==> config.mk <==
export PLATFORM = sky130hd
export DESIGN_NAME = move_stream_fifo
export DESIGN_NICKNAME = d
export VERILOG_FILES = /design/src/rtl/move_stream_fifo_pkg.sv /design/src/rtl/move_stream_fifo_word.sv /design/src/rtl/move_stream_fifo.sv
export SDC_FILE = /design/constraint.sdc
export NUM_CORES = 2
export LEC_CHECK = 0
export BUFFER_PORTS_ARGS = -buffer_cell sky130_fd_sc_hd__buf_2
export CAP_MARGIN = 25
export CORE_MARGIN = 8
export CORE_UTILIZATION = 40
export CTS_CLUSTER_SIZE = 40
export DETAILED_ROUTE_END_ITERATION = 7
export HOLD_SLACK_MARGIN = 0.05
export PLACE_DENSITY = 0.57
export REMOVE_ABC_BUFFERS = 1
export SYNTH_ARGS = -nofsm -noshare
export SYNTH_HDL_FRONTEND = slang
export SYNTH_SLANG_ARGS = --single-unit
==> constraint.sdc <==
create_clock -name clk -period 14.8 [get_ports clk]
set_clock_uncertainty 0.15 [all_clocks]
set_input_delay 2.96 -clock clk [delete_from_list [all_inputs] [get_ports clk]]
set_output_delay 2.96 -clock clk [all_outputs]
set_load 0.1 [all_outputs]
==> src/rtl/move_stream_fifo_pkg.sv <==
// =============================================================================
// move_stream_fifo_pkg : shared move-word constants and field ranges
// Revision: 1.0
// =============================================================================
`default_nettype none

package move_stream_fifo_pkg;

  localparam int MV_W     = 19;
  localparam int INV_BIT  = 18;
  localparam int FLAGS_HI = 17;
  localparam int FLAGS_LO = 12;
  localparam int FROM_HI  = 11;
  localparam int FROM_LO  = 6;
  localparam int TO_HI    = 5;
  localparam int TO_LO    = 0;

  // Presented on mv_out whenever no lane is pending.
  localparam logic [MV_W-1:0] MV_NONE = 19'h40000;

endpackage

`default_nettype wire

==> src/rtl/move_stream_fifo_word.sv <==
// =============================================================================
// move_word_fifo : circular word store with registered count and first-word
// head read-out.  Revision: 1.0
// =============================================================================
`default_nettype none

module move_word_fifo #(
  parameter int WIDTH = 152,
  parameter int DEPTH = 16
) (
  input  logic             clk,
  input  logic             reset,
  input  logic             push,
  input  logic             pop,
  input  logic [WIDTH-1:0] din,
  output logic [WIDTH-1:0] head,
  output logic             full,
  output logic             empty
);

  localparam int PTR_W = (DEPTH > 1) ? $clog2(DEPTH) : 1;

  logic [WIDTH-1:0] mem_q [DEPTH];
  logic [PTR_W-1:0] wr_ptr_q, wr_ptr_d;
  logic [PTR_W-1:0] rd_ptr_q, rd_ptr_d;
  logic [PTR_W:0]   count_q, count_d;
  logic             do_push;
  logic             do_pop;

  assign do_push = push && !full;
  assign do_pop  = pop && !empty;

  always_comb begin
    wr_ptr_d = wr_ptr_q;
    rd_ptr_d = rd_ptr_q;
    count_d  = count_q;
    // Pointers are log2(DEPTH) wide, so increment wraps modulo DEPTH.
    if (do_push) wr_ptr_d = wr_ptr_q + PTR_W'(1);
    if (do_pop)  rd_ptr_d = rd_ptr_q + PTR_W'(1);
    case ({do_push, do_pop})
      2'b10:   count_d = count_q + (PTR_W+1)'(1);
      2'b01:   count_d = count_q - (PTR_W+1)'(1);
      default: count_d = count_q;
    endcase
  end

  always_ff @(posedge clk) begin
    if (reset) begin
      wr_ptr_q <= '0;
      rd_ptr_q <= '0;
      count_q  <= '0;
    end else begin
      wr_ptr_q <= wr_ptr_d;
      rd_ptr_q <= rd_ptr_d;
      count_q  <= count_d;
    end
  end

  always_ff @(posedge clk) begin
    if (do_push) mem_q[wr_ptr_q] <= din;
  end

  assign head  = mem_q[rd_ptr_q];
  assign full  = (count_q == (PTR_W+1)'(DEPTH));
  assign empty = (count_q == '0);

endmodule

`default_nettype wire

==> src/rtl/move_stream_fifo.sv <==
// =============================================================================
// move_stream_fifo : buffers packed move words and streams their valid lanes
// one per cycle in lane order.  Revision: 1.0
// =============================================================================
`default_nettype none

module move_stream_fifo
  import move_stream_fifo_pkg::*;
#(
  parameter int MV_PER_WORD = 8,
  parameter int DEPTH       = 16,
  parameter int CNT_W       = 10
) (
  input  logic                        clk,
  input  logic                        reset,
  input  logic                        wr_en,
  input  logic [MV_PER_WORD*MV_W-1:0] wr_data,
  output logic                        full,
  output logic [MV_W-1:0]             mv_out,
  output logic                        mv_valid,
  input  logic                        rd_ready,
  output logic                        mv_last,
  output logic                        empty,
  output logic [CNT_W-1:0]            move_count,
  output logic                        overflow
);

  localparam int WORD_W = MV_PER_WORD * MV_W;
  localparam int PC_W   = $clog2(MV_PER_WORD + 1);
  localparam int SUM_W  = ((CNT_W > PC_W) ? CNT_W : PC_W) + 1;
  localparam logic [SUM_W-1:0] CNT_MAX = {{(SUM_W-CNT_W){1'b0}}, {CNT_W{1'b1}}};

  logic [WORD_W-1:0]      head;
  logic                   fifo_full;
  logic                   fifo_empty;
  logic                   fifo_push;
  logic                   load;

  logic [WORD_W-1:0]      word_q, word_d;
  logic [MV_PER_WORD-1:0] mask_q, mask_d;
  logic [MV_PER_WORD-1:0] mask_pop;
  logic [CNT_W-1:0]       move_count_q, move_count_d;
  logic                   overflow_q, overflow_d;

  logic [MV_PER_WORD-1:0] wr_valid;
  logic [MV_PER_WORD-1:0] head_valid;
  logic [MV_PER_WORD-1:0] lowest;
  logic [MV_W-1:0]        lane_mv [MV_PER_WORD];
  logic [PC_W-1:0]        wr_pop;
  logic [SUM_W-1:0]       cnt_sum;
  logic [MV_W-1:0]        sel_mv;
  logic                   wr_accept;
  logic                   lane_pop;
  logic                   mask_one;

  // Lane 0 occupies the most significant slot of a packed word.
  for (genvar i = 0; i < MV_PER_WORD; i++) begin : g_lane
    assign wr_valid[i]   = ~wr_data[(MV_PER_WORD-1-i)*MV_W + INV_BIT];
    assign head_valid[i] = ~head[(MV_PER_WORD-1-i)*MV_W + INV_BIT];
    assign lane_mv[i]    = word_q[(MV_PER_WORD-1-i)*MV_W +: MV_W];
  end

  assign wr_accept = wr_en && !fifo_full;
  assign fifo_push = wr_accept && (wr_valid != '0);

  move_word_fifo #(
    .WIDTH (WORD_W),
    .DEPTH (DEPTH)
  ) u_word_fifo (
    .clk   (clk),
    .reset (reset),
    .push  (fifo_push),
    .pop   (load),
    .din   (wr_data),
    .head  (head),
    .full  (fifo_full),
    .empty (fifo_empty)
  );

  always_comb begin
    wr_pop = '0;
    for (int i = 0; i < MV_PER_WORD; i++) begin
      wr_pop = wr_pop + PC_W'(wr_valid[i]);
    end
  end

  // Isolate the lowest set mask bit; it selects the lane on mv_out.
  assign lowest   = mask_q & (~mask_q + MV_PER_WORD'(1));
  assign mask_one = (mask_q != '0) && ((mask_q & (mask_q - MV_PER_WORD'(1))) == '0);

  always_comb begin
    sel_mv = '0;
    for (int i = 0; i < MV_PER_WORD; i++) begin
      if (lowest[i]) sel_mv = sel_mv | lane_mv[i];
    end
  end

  assign mv_valid = (mask_q != '0);
  assign lane_pop = mv_valid && rd_ready;

  // Reload on the same edge the last lane leaves, so words stream back-to-back.
  always_comb begin
    mask_pop = mask_q;
    if (lane_pop) mask_pop = mask_q & ~lowest;
    load   = (mask_pop == '0) && !fifo_empty;
    mask_d = load ? head_valid : mask_pop;
    word_d = load ? head : word_q;
  end

  always_comb begin
    cnt_sum      = {{(SUM_W-CNT_W){1'b0}}, move_count_q} + SUM_W'(wr_pop);
    move_count_d = move_count_q;
    if (wr_accept) begin
      move_count_d = (cnt_sum > CNT_MAX) ? {CNT_W{1'b1}} : cnt_sum[CNT_W-1:0];
    end
    overflow_d = overflow_q || (wr_en && fifo_full);
  end

  always_ff @(posedge clk) begin
    if (reset) begin
      mask_q       <= '0;
      word_q       <= '1;
      move_count_q <= '0;
      overflow_q   <= 1'b0;
    end else begin
      mask_q       <= mask_d;
      word_q       <= word_d;
      move_count_q <= move_count_d;
      overflow_q   <= overflow_d;
    end
  end

  assign mv_out     = mv_valid ? sel_mv : MV_NONE;
  assign mv_last    = mv_valid && mask_one && fifo_empty && !wr_accept;
  assign empty      = fifo_empty && (mask_q == '0);
  assign full       = fifo_full;
  assign move_count = move_count_q;
  assign overflow   = overflow_q;

endmodule

`default_nettype wire

==> results.py <==
metrics = {
    "yosys": {
        "yosysSeqAreaShare_pct": 77.2,
        "syn_area_per_cell_um2": 22.1,
        "ys.warnings.count": 0,
        "syn_inst": 4505,
        "async_reset_ff_share_pct": 0,
        "synth_edf_count": 2432,
        "synth-seq-cells": 2620,
        "syn-cell-area_um2": 99400,
        "synth_flop_cell": "edfxtp_1",
        "ys_types": 57,
    },
    "sta": {
        "maxSlewHeadroom_pct": 26.0,
        "hold_violations": 0,
        "finalSetupTns_ns": 0,
        "slew_violations": 0,
        "hold_ws_ns": 0.316,
        "setup_viol": 0,
        "rsz0062_at_grt": "no",
        "fmax_ghz": 0.134,
        "max_slew.worst_pin.slew_ns": 1.11,
        "fin_crit_sh_pct": 50.6,
        "post-route-min-period_ns": 7.48,
    },
    "detailed_routing": {
        "ant_nets": 0,
        "via_per_inst": 5.60,
        "post_drt_wl_per_cell_um": 29.3,
        "num_vias": 47000,
        "drt_wl_total_mm": 246,
        "drtIter0Drc": 4851,
        "drc": 0,
        "drtPass1Iterations": 5,
    },
    "placement": {
        "place_area_um2": 104000,
        "hpwl_mm": 130,
        "io_buffers": 189,
        "routabilityCongestion": 0.739,
    },
    "clocking": {
        "cts.repair.resized": 0,
        "cts_sinks": 2620,
        "insertion_delay_ns": 0.90,
        "cts_setup_buffers": 0,
        "holdBufCountCts": 0,
        "cts-root-buf": "clkbuf_16",
        "clk_pin_slew_ns": 0.06,
        "cts_tree": "yes",
        "cts_buffer_depth": 4,
        "numCtsBuffers": 282,
        "htree_levels": 5,
    },
    "die": {
        "die_w_um": 515,
        "dieArea_um2": 265000,
        "core_area_um2": 248000,
        "die_h_um": 515,
        "start_util_pct": 40.1,
        "rows": 183,
        "io_pins": 190,
    },
    "global_routing": {
        "grt_antenna_before_repair": 87,
        "grt_pass1_wl_mm": 353,
        "grt_max_degree": 133,
        "grt_pass1_vias": 48300,
        "track_usage_pct": 18.3,
        "overflow": 0,
    },
    "power_and_ir_drop": {
        "pwr-share-seq_pct": 43.4,
        "switchingPower_w": 0.00602,
        "switching_share_pct": 29.8,
        "pwr-share-clk_pct": 32.8,
        "p_per_area_nw_per_um2": 178,
        "leakagePower_nw": 35.4,
        "fin_total_pwr_w": 0.0202,
        "p_comb_share_pct": 23.8,
        "internal-power_w": 0.0142,
        "ir_drop_uv": 158,
    },
    "min_path": {
        "worstHoldStart": "overflow",
        "whs_endpoint": "overflow",
        "holdPathStages": 2,
        "worstHoldPathType": "register to register",
    },
    "setup_path": {
        "required_ns": 11.69,
        "max_stage_delay_ns": 0.83,
        "crit_fanout": 46,
        "r2r-end": "lane_mv[4]",
        "timing.rr.start": "mask_q[0]",
        "r2r_cells": 9,
        "slowest_stage": "and2_2",
        "arrival_ns": 4.37,
        "critPathTopFamily": "simple AND/OR/NAND/NOR gates",
        "worstSetupEndpointType": "output port",
        "critPathLaunchType": "register",
        "path_cells": "buf_4 -> or4_4 -> nor2_1 -> and2_2 -> a222oi_1 -> nand3_1 -> buf_2",
        "critical_path_buf_inv_count": 2,
        "worst-setup-path-type": "register to output port",
        "r2r_slack_ns": 9.83,
    },
    "cells_and_area": {
        "stdcell_area_um2": 113000,
        "drive_gt1_share_pct": 28.3,
        "final_core_util_pct": 45.7,
        "fill_cells": 20600,
        "layout_common_cells": "2432 x edfxtp_1, 738 x mux4_2, 290 x clkbuf_16, 189 x buf_2, 186 x a21oi_1",
        "nNetsFinal": 4999,
        "layout_commonest_cell": "edfxtp_1",
        "syn_to_final_growth_pct": 13.9,
    },
    "run_status": {
        "outcome": "finished, final reports clean",
    },
    "job": {
        "cap_violations": 0,
    },
}
cell usage after synthesis (all sizes together), types with 5 or more instances:
library cell  count  share of area [%]
a222oi           18               0.18
nand2            67               0.25
edfxtp         2432                 73
inv             162               0.61
o21ai           159               0.80
a221oi           32               0.28
ha               15               0.19
fa                6               0.12
a21oi           186               0.94
clkbuf          141               0.53
nor2             84               0.32
a22oi             8              0.060
a31o              5              0.044
xor2              7              0.062
mux4            738                 17
nor2b             7              0.044
dfxtp           188                3.8
nor3             19              0.096
buf             113               0.59
mux2i            37               0.37
nand3            25               0.13
per-stage QoR:
stage | instances | worst slack [ns]
floorplan | 4251 | -12.81
global placement | 7861 | 7.51
detailed placement | 7863 | 7.49
CTS | 8348 | 7.19
global route | 8360 | 7.16
finish | 8381 | 7.32
worst register-to-register path: stages (launching register included):
cell	delay, ns
dfxtp_2	0.31
buf_4	0.31
or4_4	0.73
or3_1	0.38
a31oi_1	0.22
a21o_4	0.21
buf_4	0.63
buf_4	0.80
buf_4	0.83
o21ai_0	0.24
power groups by stage:
stage	Sequential [W]	Combinational (W)	Clock, W
3_3_place_gp	0.00891	0.00484	0
4_1_cts	0.00876	0.00488	0.00678
2_1_floorplan	0.00928	0.00515	0
3_5_place_dp	0.00892	0.00487	0
6_report	0.00876	0.00480	0.00663
5_1_grt	0.00880	0.00515	0.00705
routing by layer:
layer	global-route usage [%]	up-vias	share of wire (%)	wire length, um
met2	29.1	1458	48	117000
met5	0	-	0.077	189
met1	25.9	25500	43	106000
met3	3.75	481	6.5	16000
met4	4.67	30	2.5	6080
li1	-	19500	-	-
state kept, by name (all words and copies together), names as in the netlist, named ones only:
register	cells
u_word_fifo.rd_ptr_q	4
mask_q	8
u_word_fifo.wr_ptr_q	4
overflow	1
move_count	10
lane_mv	152
u_word_fifo.mem_q	2432
u_word_fifo.count_q	5
worst max-delay path by stage:
stage	from	endpoint	slack, ns	cells past startpoint
6_report	mask_q[0]	mv_out[2]	7.32	7
5_1_grt	mask_q[1]	mv_out[4]	7.16	7
4_1_cts	mask_q[0]	mv_out[0]	7.19	8
3_5_place_dp	wr_en	mv_last	7.49	5
3_3_place_gp	wr_en	mv_last	7.51	5
2_1_floorplan	register	mask_q[0]	-12.81	6
kinds of logic after synthesis:
family,synth area share [%]
AOI/OAI and AO/OA,2.50
xor gates and xnor gates,0.0969
adders and majority gates,0.320
buffers and inverters,1.74
DFF,77.2
muxes,17.1
and+or+nand+nor,1.01
cell type report:
type                            count  area (um^2)  share of cell area [%]
Inverter                          162          616                   0.544
Clock inverter                     84          651                   0.574
Antenna cell                       28         70.1                  0.0619
Timing Repair Buffer              287         1940                    1.72
Clock buffer                      401         7950                    7.02
Multi-Input combinational cell   1469        21100                    18.6
Tap cell                         3330         4170                    3.68
Sequential cell                  2620        76800                    67.8
(Power assumes the default switching activity.)
